## src/rtl/seg7_pkg.sv

```systemverilog
// Shared types and constants for the BCD display controller.
// Holds the FSM state type and the double-dabble adjust step.
package seg7_pkg;

  typedef enum logic [1:0] {
    StIdle,
    StConv,
    StDone
  } state_e;

  localparam int unsigned NUM_DIGITS = 4;
  localparam int unsigned CONV_BITS  = 16;
  localparam int unsigned ACC_DIGITS = 5;
  localparam logic [6:0]  SEG_BLANK  = 7'h7F;

  // One double-dabble correction: every nibble >= 5 gets +3 before the shift.
  function automatic logic [4*ACC_DIGITS-1:0] dabble_adjust(input logic [4*ACC_DIGITS-1:0] acc);
    logic [4*ACC_DIGITS-1:0] r;
    r = acc;
    for (int i = 0; i < ACC_DIGITS; i++) begin
      if (r[4*i +: 4] >= 4'd5) begin
        r[4*i +: 4] = r[4*i +: 4] + 4'd3;
      end
    end
    return r;
  endfunction

endpackage

```

## src/rtl/seg7_lut.sv

```systemverilog
// Decimal digit to active-low 7-segment pattern (bit 6 = g).
// Non-decimal codes decode to all segments off.
module seg7_lut
  import seg7_pkg::*;
(
  input  logic [3:0] bcd_i,
  output logic [6:0] seg_o
);

  always_comb begin
    seg_o = SEG_BLANK;
    unique case (bcd_i)
      4'd0:    seg_o = 7'h40;
      4'd1:    seg_o = 7'h79;
      4'd2:    seg_o = 7'h24;
      4'd3:    seg_o = 7'h30;
      4'd4:    seg_o = 7'h19;
      4'd5:    seg_o = 7'h12;
      4'd6:    seg_o = 7'h02;
      4'd7:    seg_o = 7'h78;
      4'd8:    seg_o = 7'h00;
      4'd9:    seg_o = 7'h10;
      default: seg_o = SEG_BLANK;
    endcase
  end

endmodule

```

## src/rtl/seg7_bcd_ctrl.sv

```systemverilog
// Sequential binary-to-BCD converter (double dabble, one bit per clock)
// driving four registered digits and their 7-segment decodes.
module seg7_bcd_ctrl
  import seg7_pkg::*;
#(
  parameter bit BLANK_LEADING = 1'b0
) (
  input  logic        clk,
  input  logic        reset,
  input  logic [15:0] value,
  input  logic        value_valid,
  output logic        value_ready,
  output logic        done,
  output logic        overflow,
  output logic [3:0]  bcd0,
  output logic [3:0]  bcd1,
  output logic [3:0]  bcd2,
  output logic [3:0]  bcd3,
  output logic [6:0]  seg0,
  output logic [6:0]  seg1,
  output logic [6:0]  seg2,
  output logic [6:0]  seg3
);

  localparam logic [3:0] LastIter = 4'(CONV_BITS - 1);

  state_e                  state_q;
  logic [3:0]              cnt_q;
  logic [CONV_BITS-1:0]    shift_q;
  logic [4*ACC_DIGITS-1:0] acc_q;
  logic [4*ACC_DIGITS-1:0] acc_adj;

  assign acc_adj     = dabble_adjust(acc_q);
  assign value_ready = (state_q == StIdle);

  always_ff @(posedge clk) begin
    if (reset) begin
      state_q  <= StIdle;
      cnt_q    <= '0;
      shift_q  <= '0;
      acc_q    <= '0;
      done     <= 1'b0;
      overflow <= 1'b0;
      bcd0     <= '0;
      bcd1     <= '0;
      bcd2     <= '0;
      bcd3     <= '0;
    end else begin
      done <= 1'b0;
      unique case (state_q)
        StIdle: begin
          if (value_valid) begin
            shift_q <= value;
            acc_q   <= '0;
            cnt_q   <= '0;
            state_q <= StConv;
          end
        end
        StConv: begin
          {acc_q, shift_q} <= {acc_adj, shift_q} << 1;
          cnt_q            <= cnt_q + 4'd1;
          if (cnt_q == LastIter) begin
            state_q <= StDone;
          end
        end
        StDone: begin
          bcd0     <= acc_q[3:0];
          bcd1     <= acc_q[7:4];
          bcd2     <= acc_q[11:8];
          bcd3     <= acc_q[15:12];
          // A nonzero ten-thousands digit means the value exceeded 9999.
          overflow <= (acc_q[19:16] != 4'd0);
          done     <= 1'b1;
          state_q  <= StIdle;
        end
        default: state_q <= StIdle;
      endcase
    end
  end

  logic [3:0] digit   [NUM_DIGITS];
  logic [6:0] seg_raw [NUM_DIGITS];
  logic [3:1] blank;

  assign digit[0] = bcd0;
  assign digit[1] = bcd1;
  assign digit[2] = bcd2;
  assign digit[3] = bcd3;

  for (genvar g = 0; g < NUM_DIGITS; g++) begin : g_lut
    seg7_lut u_lut (
      .bcd_i (digit[g]),
      .seg_o (seg_raw[g])
    );
  end

  // A digit blanks only if it and every higher digit are zero; never on overflow.
  always_comb begin
    blank = '0;
    if (BLANK_LEADING && !overflow) begin
      blank[3] = (bcd3 == 4'd0);
      blank[2] = blank[3] && (bcd2 == 4'd0);
      blank[1] = blank[2] && (bcd1 == 4'd0);
    end
  end

  assign seg0 = seg_raw[0];
  assign seg1 = blank[1] ? SEG_BLANK : seg_raw[1];
  assign seg2 = blank[2] ? SEG_BLANK : seg_raw[2];
  assign seg3 = blank[3] ? SEG_BLANK : seg_raw[3];

endmodule

```

## config.mk

```make
export PLATFORM = sky130hd
export DESIGN_NAME = seg7_bcd_ctrl
export DESIGN_NICKNAME = d
export VERILOG_FILES = /design/src/rtl/seg7_pkg.sv /design/src/rtl/seg7_lut.sv /design/src/rtl/seg7_bcd_ctrl.sv
export SDC_FILE = /design/constraint.sdc
export NUM_CORES = 1
export LEC_CHECK = 0
export BUFFER_PORTS_ARGS = -buffer_cell sky130_fd_sc_hd__buf_2
export CELL_PAD_IN_SITES_DETAIL_PLACEMENT = 1
export CELL_PAD_IN_SITES_GLOBAL_PLACEMENT = 1
export CORE_ASPECT_RATIO = 1.75
export CORE_MARGIN = 4
export CORE_UTILIZATION = 44
export DETAILED_ROUTE_END_ITERATION = 8
export PLACE_DENSITY = 0.9
export SLEW_MARGIN = 20
export SYNTH_ARGS = -nofsm -noshare
export SYNTH_HDL_FRONTEND = slang
export SYNTH_SLANG_ARGS = --single-unit
```

## constraint.sdc

```tcl
create_clock -name clk -period 2.2 [get_ports clk]
set_input_delay 0.11 -clock clk [delete_from_list [all_inputs] [get_ports clk]]
set_output_delay 0.11 -clock clk [all_outputs]
set_load 0.02 [all_outputs]
```

=== Yosys cells after proc, flatten, opt, wreduce, memory -nomap -nowiden ===
Memory sizes are Yosys's and may differ from the RTL's. A register that Yosys moved wholly into a read port is not among the register bits.
Index checks and enable logic that the tools add are counted.

* Flip-flop bits (word level): 60
* Bits in read-only memories: 448
* Bits of input ports: 19
* Output and inout port bits: 47
* Word-level logic and storage cells: 58
* Memories kept: 4

{| class="wikitable"
|+ Memories
! memory !! words !! width !! rd ports !! clocked after Yosys merged registers in !! wr ports !! RTL line !! RTL
|-
| (no name shown) || 16 || 7 || 1 || 1 || 0 || seg7_lut.sv:12 || <nowiki>unique case (bcd_i)</nowiki>
|-
| (no name shown) || 16 || 7 || 1 || 1 || 0 || seg7_lut.sv:12 ||
|-
| (no name shown) || 16 || 7 || 1 || 1 || 0 || seg7_lut.sv:12 ||
|-
| (no name shown) || 16 || 7 || 1 || 1 || 0 || seg7_lut.sv:12 ||
|}

* Add/subtract/negate cells: 6
* Order comparisons: 5
* Equal/unequal tests: 5
* Muxes and demuxes: 23
* Reduce and logical (&&, ||, !) cells: 5

{| class="wikitable"
|+ Operators by type and width
! operator !! number
|-
| 4-bit 2-to-1 mux || 13
|-
| 20-bit case mux with 2 select lines || 1
|-
| 16-bit case mux with 2 select lines || 1
|-
| 4-bit by 3-bit >= comparator with 1-bit output (second input constant) || 5
|-
| 20-bit 2-to-1 mux || 1
|-
| 4-bit by 2-bit adder with 4-bit output (second input constant) || 4
|-
| 16-bit 2-to-1 mux || 1
|-
| 4-bit case mux with 2 select lines || 1
|-
| 4-bit by 1-bit adder with 4-bit output (second input constant) || 1
|-
| 4-bit equality test (second input constant) || 1
|-
| 2-bit 2-to-1 mux || 2
|-
| 2-bit != test (second input constant) || 2
|-
| 2-bit case mux with 2 select lines || 1
|-
| 2-bit AND reduction || 2
|-
| 4-bit nonzero test || 1
|-
| 3-bit by 2-bit adder with 3-bit output (second input constant) || 1
|-
| 3-bit 2-to-1 mux || 1
|-
| 2-bit by 1-bit equality test with 1-bit output (second input constant) || 1
|-
| 2-bit equality test (second input constant) || 1
|-
| 2-bit zero test || 1
|-
| 2-bit nonzero test || 1
|-
| 1-bit 2-to-1 mux || 1
|}

=== Longest topological paths before layout ===
* Word-level depth: 3
* Depth in mapped cells: 8

=== Modules after synthesis ===
From an unflattened synthesis, not the netlist that was laid out.

* Cell total of the unflattened synthesis: 473
* Area, all modules: 3604.7 µm²

{| class="wikitable"
|+ Modules (own cells, without submodules)
! module !! times used !! cells each !! area an instance (µm²) !! seq. area each (µm²)
|-
| seg7_bcd_ctrl || 1 || 343 || 2773.9 || 1201.2
|-
| seg7_lut (g_lut[0].u_lut ...) || 3 || 33 || 210.2 || 0.0
|-
| seg7_lut (g_lut[1].u_lut) || 1 || 31 || 200.2 || 0.0
|}

=== Worst setup path after synthesis ===
OpenSTA, ideal clock, no wires.

* Path kind: register -> register
* Start point: reg state_q[0]
* End point: reg g_lut[2].u_lut.seg_o[4] (netlist name)
* Arrival: 1.664 ns
* Required time: 2.079 ns
* Path slack: 0.415 ns
* Cell stages (with the launch flop): 8
* Buffers on the path: 2
* Cell sequence: dfxtp_1 > nand2b_1 > buf_4 > buf_6 > a31oi_1 > ha_1 > mux2i_1 > mux2_4

* Longest elaborated chain between the ends: 3

{| class="wikitable"
|+ RTL lines
! what !! RTL line !! RTL
|-
| from (decl) || seg7_bcd_ctrl.sv:27 || <nowiki>state_e state_q;</nowiki>
|-
| from (signal assigned) || seg7_bcd_ctrl.sv:38 || <nowiki>state_q <= StIdle;</nowiki>
|-
| from (signal assigned) || seg7_bcd_ctrl.sv:56 || <nowiki>state_q <= StConv;</nowiki>
|-
| from (signal assigned) || seg7_bcd_ctrl.sv:63 || <nowiki>state_q <= StDone;</nowiki>
|-
| 2-bit equality test || seg7_bcd_ctrl.sv:50 || <nowiki>unique case (state_q)</nowiki>
|-
| 4-bit 2-to-1 mux (no line) (2 in series) || -- ||
|}

No other way between the ends.
A chain may end at the register's enable or synchronous reset.

=== Worst setup path in the final report ===
* Start point: reg state_q[1]
* End point: reg g_lut[1].u_lut.seg_o[3] (netlist name)

* Longest elaborated chain between the ends: 3

{| class="wikitable"
|+ RTL lines
! what !! RTL line
|-
| 2-bit equality test || seg7_bcd_ctrl.sv:50
|-
| 4-bit 2-to-1 mux (no line) (2 in series) || --
|}

No other way between the ends.

==> results.tsv <==
stage	metric	value	unit
run_status	status	completed	
global_route	largest net degree at the start of global routing	25	
sta	Fin Setup TNS	0	ns
sta	RSZ-0062 raised after global routing	no	
setup_path	Buf+Inv Stages, Crit Path	1	
hold_path	hold crit path type	in2reg	
finish	final cell count without fillers	629	
setup_path	slowest CP cell	nor4bb_1	
setup_path	worst-path cell chain	buf_4 -> nor4bb_1 -> a31oi_2 -> ha_1 -> mux2i_1 -> a21oi_1	
setup_path	Max stage delay on crit path	0.58	ns
sta	final setup vio count	0	
finish	fin util	53.00	%
finish	most common cell after layout, fill and taps aside	dfxtp_1	
sta	final worst-path cycle share	97.87	%
yosys	synthesized flop and latch total	88	
finish	fillers	1095	
clock_network	clock insertion delay at the later pin of the skew report	0.34	ns
yosys	Async SR Flop Fraction	0	%
sta	Least-Margin Pin Slew	0.6983	ns
global_route	first-pass GRT wire length	19130	um
clock_network	count of clock tree sinks	88	
routing	number of remaining DRC errors	0	
finish	most frequent cells in the layout	dfxtp_1, buf_2, a21oi_1	
routing	routed length per instance	18.40	um
sta	Final Skew	0.01058	ns
sta	Pins Over Slew Limit	0	
power_and_ir_drop	power per standard cell area	650.0	nW/um2
setup_path	CP Max Fanout	11	
power_and_ir_drop	post-layout power	3.302	mW
placed_design	area post-placement	4786	um2
setup_path	Critical Path Source Type	flop	
yosys	synthesized area	4347	um2
sta	final setup margin	0.04690	ns
setup_path	Worst Path Required	2.41	ns
placed_design	PortBufs	65	
clock_network	Longest Clk Path Bufs	2	
die	core area	9585	um2
routing	DRT Pass-1 Iters	4	
placed_design	placed insts	613	
placed_design	Detailed Place HPWL	8306	um
die	die area	11600	um2
placed_design	gpl congestion	0.8531	
finish	diode count	0	
yosys	synthesized instance count	437	
global_route	Total Routing Usage GR	20.13	%
job	MaxCap Viol Count	0	
yosys	Main synth FF type	dfxtp_1	
sta	max frequency	0.4644	GHz
placed_design	Setup Slack @ Placement	0.07910	ns
sta	hold slack	0.06051	ns
finish	fin nets	553	
power_and_ir_drop	Static Leakage	2.403	nW
clock_network	CTS Hold Bufs	0	
routing	DR vias	3516	
clock_network	H-tree Lvls	3	
power_and_ir_drop	VDD IR max	0.4504	mV
routing	post-route ant nets	0	
sta	Final min period	2.153	ns
die	IO Count	66	
clock_network	CTS Buf Count	9	
finish	multi-input combinational cell area	2303	um2
finish	Layout area overhead	16.87	%
die	DIE HEIGHT	139.5	um
finish	fin area	5080	um2
global_route	antenna violations before repair	0	
yosys	Yosys cell types	43	
yosys	mean post-synth cell area	9.947	um2
die	Initial Utilization	45.35	%
sta	final hold vios	0	
finish	share of layout cells above drive strength 1	28.40	%
yosys	Synth Net Count	488	
yosys	post-synthesis sequential area ratio	40.53	%
clock_network	Worst-path clk slew	0.07	ns
setup_path	critical path class	reg2reg	
setup_path	CP delay by family, top	simple AND/OR/NAND/NOR gates	
routing	via/cell ratio	5.590	
global_route	vias in the first global route	3846	
finish	register area	1762	um2
yosys	Post-synth EDFFs	0	
setup_path	Worst setup EP type	flop	
clock_network	CTS tree	yes	
die	row count	47	
global_route	GRT Residual Overflow	0	
routing	DR iter-0 viols	146	
clock_network	clock root buffer	clkbuf_16	
sta	Rel. slew slack	52.81	%
routing	total wire length	11570	um
yosys	YS warnings	0	
setup_path	Worst EP arrival	2.37	ns
die	Chip Width	83.14	um
-- worst paths after layout --
kind	slack, ns	endpoint	from	cells past startpoint
worst min register to register	0.49	acc_q[17]$_SDFFE_PP0P_	acc_q[17]$_SDFFE_PP0P_	1
worst max-delay path	0.05	g_lut[1].u_lut.seg_o[3]$_DFF_P_	state_q[1]$_SDFFE_PP0P_	6
worst min-delay path	0.06	shift_q[0]$_SDFFE_PP0P_	value[0]	3
worst max register to register	0.05	g_lut[1].u_lut.seg_o[3]$_DFF_P_	state_q[1]$_SDFFE_PP0P_	6
-- registers in the layout, indices dropped and copies added, names as in the netlist --
signal / count
overflow: 1
state_q: 2
shift_q: 16
done: 1
g_lut.u_lut.seg_o: 28
bcd1: 4
cnt_q: 4
bcd2: 4
bcd0: 4
bcd3: 4
acc_q: 20
-- synth_stat cells (5+ instances only) --
cell type	n	area [um2]
a21oi_1	37	185.2
a22o_1	10	87.58
a2bb2oi_1	11	96.34
a31o_2	8	70.07
and4bb_2	5	62.56
buf_2	7	35.03
buf_4	5	37.54
clkbuf_1	9	33.78
dfxtp_1	88	1762
ha_1	32	400.4
inv_1	32	120.1
mux2i_1	28	280.3
nand2_1	11	41.29
nand2b_1	8	50.05
nand3_1	6	30.03
nor2_1	32	120.1
nor2b_1	5	31.28
nor3_1	10	50.05
nor4bb_1	7	70.07
o21ai_0	10	50.05
o221a_2	11	123.9
o22ai_1	8	50.05
xnor2_1	5	43.79
xor2_1	5	43.79
-- kinds of logic (layout without fill, tap and decap cells) --
kind of cell	count (synthesis)	in the layout	share of synthesized area, %
mux	33	33	8.002
fa+ha+maj	32	32	9.211
simple gates	103	103	14.65
buf+inv	63	133	6.764
flops	88	88	40.53
compound gates	108	108	18.83
xor+xnor	10	10	2.015
-- worst min-delay path: stages --
cell and delay [ns]:
buf_2 0.08, a32oi_1 0.09, nor2_1 0.09
-- metal layers --
layer	global-route usage (%)	share of wire [%]	vias to the layer above
met5	0	0	-
met4	8.183	2.7	0
met3	3.371	2.5	23
met2	37.90	55	77
met1	21.92	40	1731
li1	-	-	1685
-- where the power goes --
part	internal (mW)	switching (mW)
clock	0.805	0.649
combinational	0.0883	0.116
sequential	1.62	0.0208
total	2.52	0.786
-- timing repair --
item	in CTS	in global routing
setup endpoints to repair	0	7
resized for setup	0	2
setup buffers	0	0
-- cell type report --
cell class	instances	share of cell area, %
multi-input combinational	286	45.34
sequential	88	34.68
timing repair buffer	81	8.768
clock buffer	11	4.778
tap	122	3.005
inverter	36	2.660
clock inverter	5	0.7635
(Power assumes the default switching activity.)
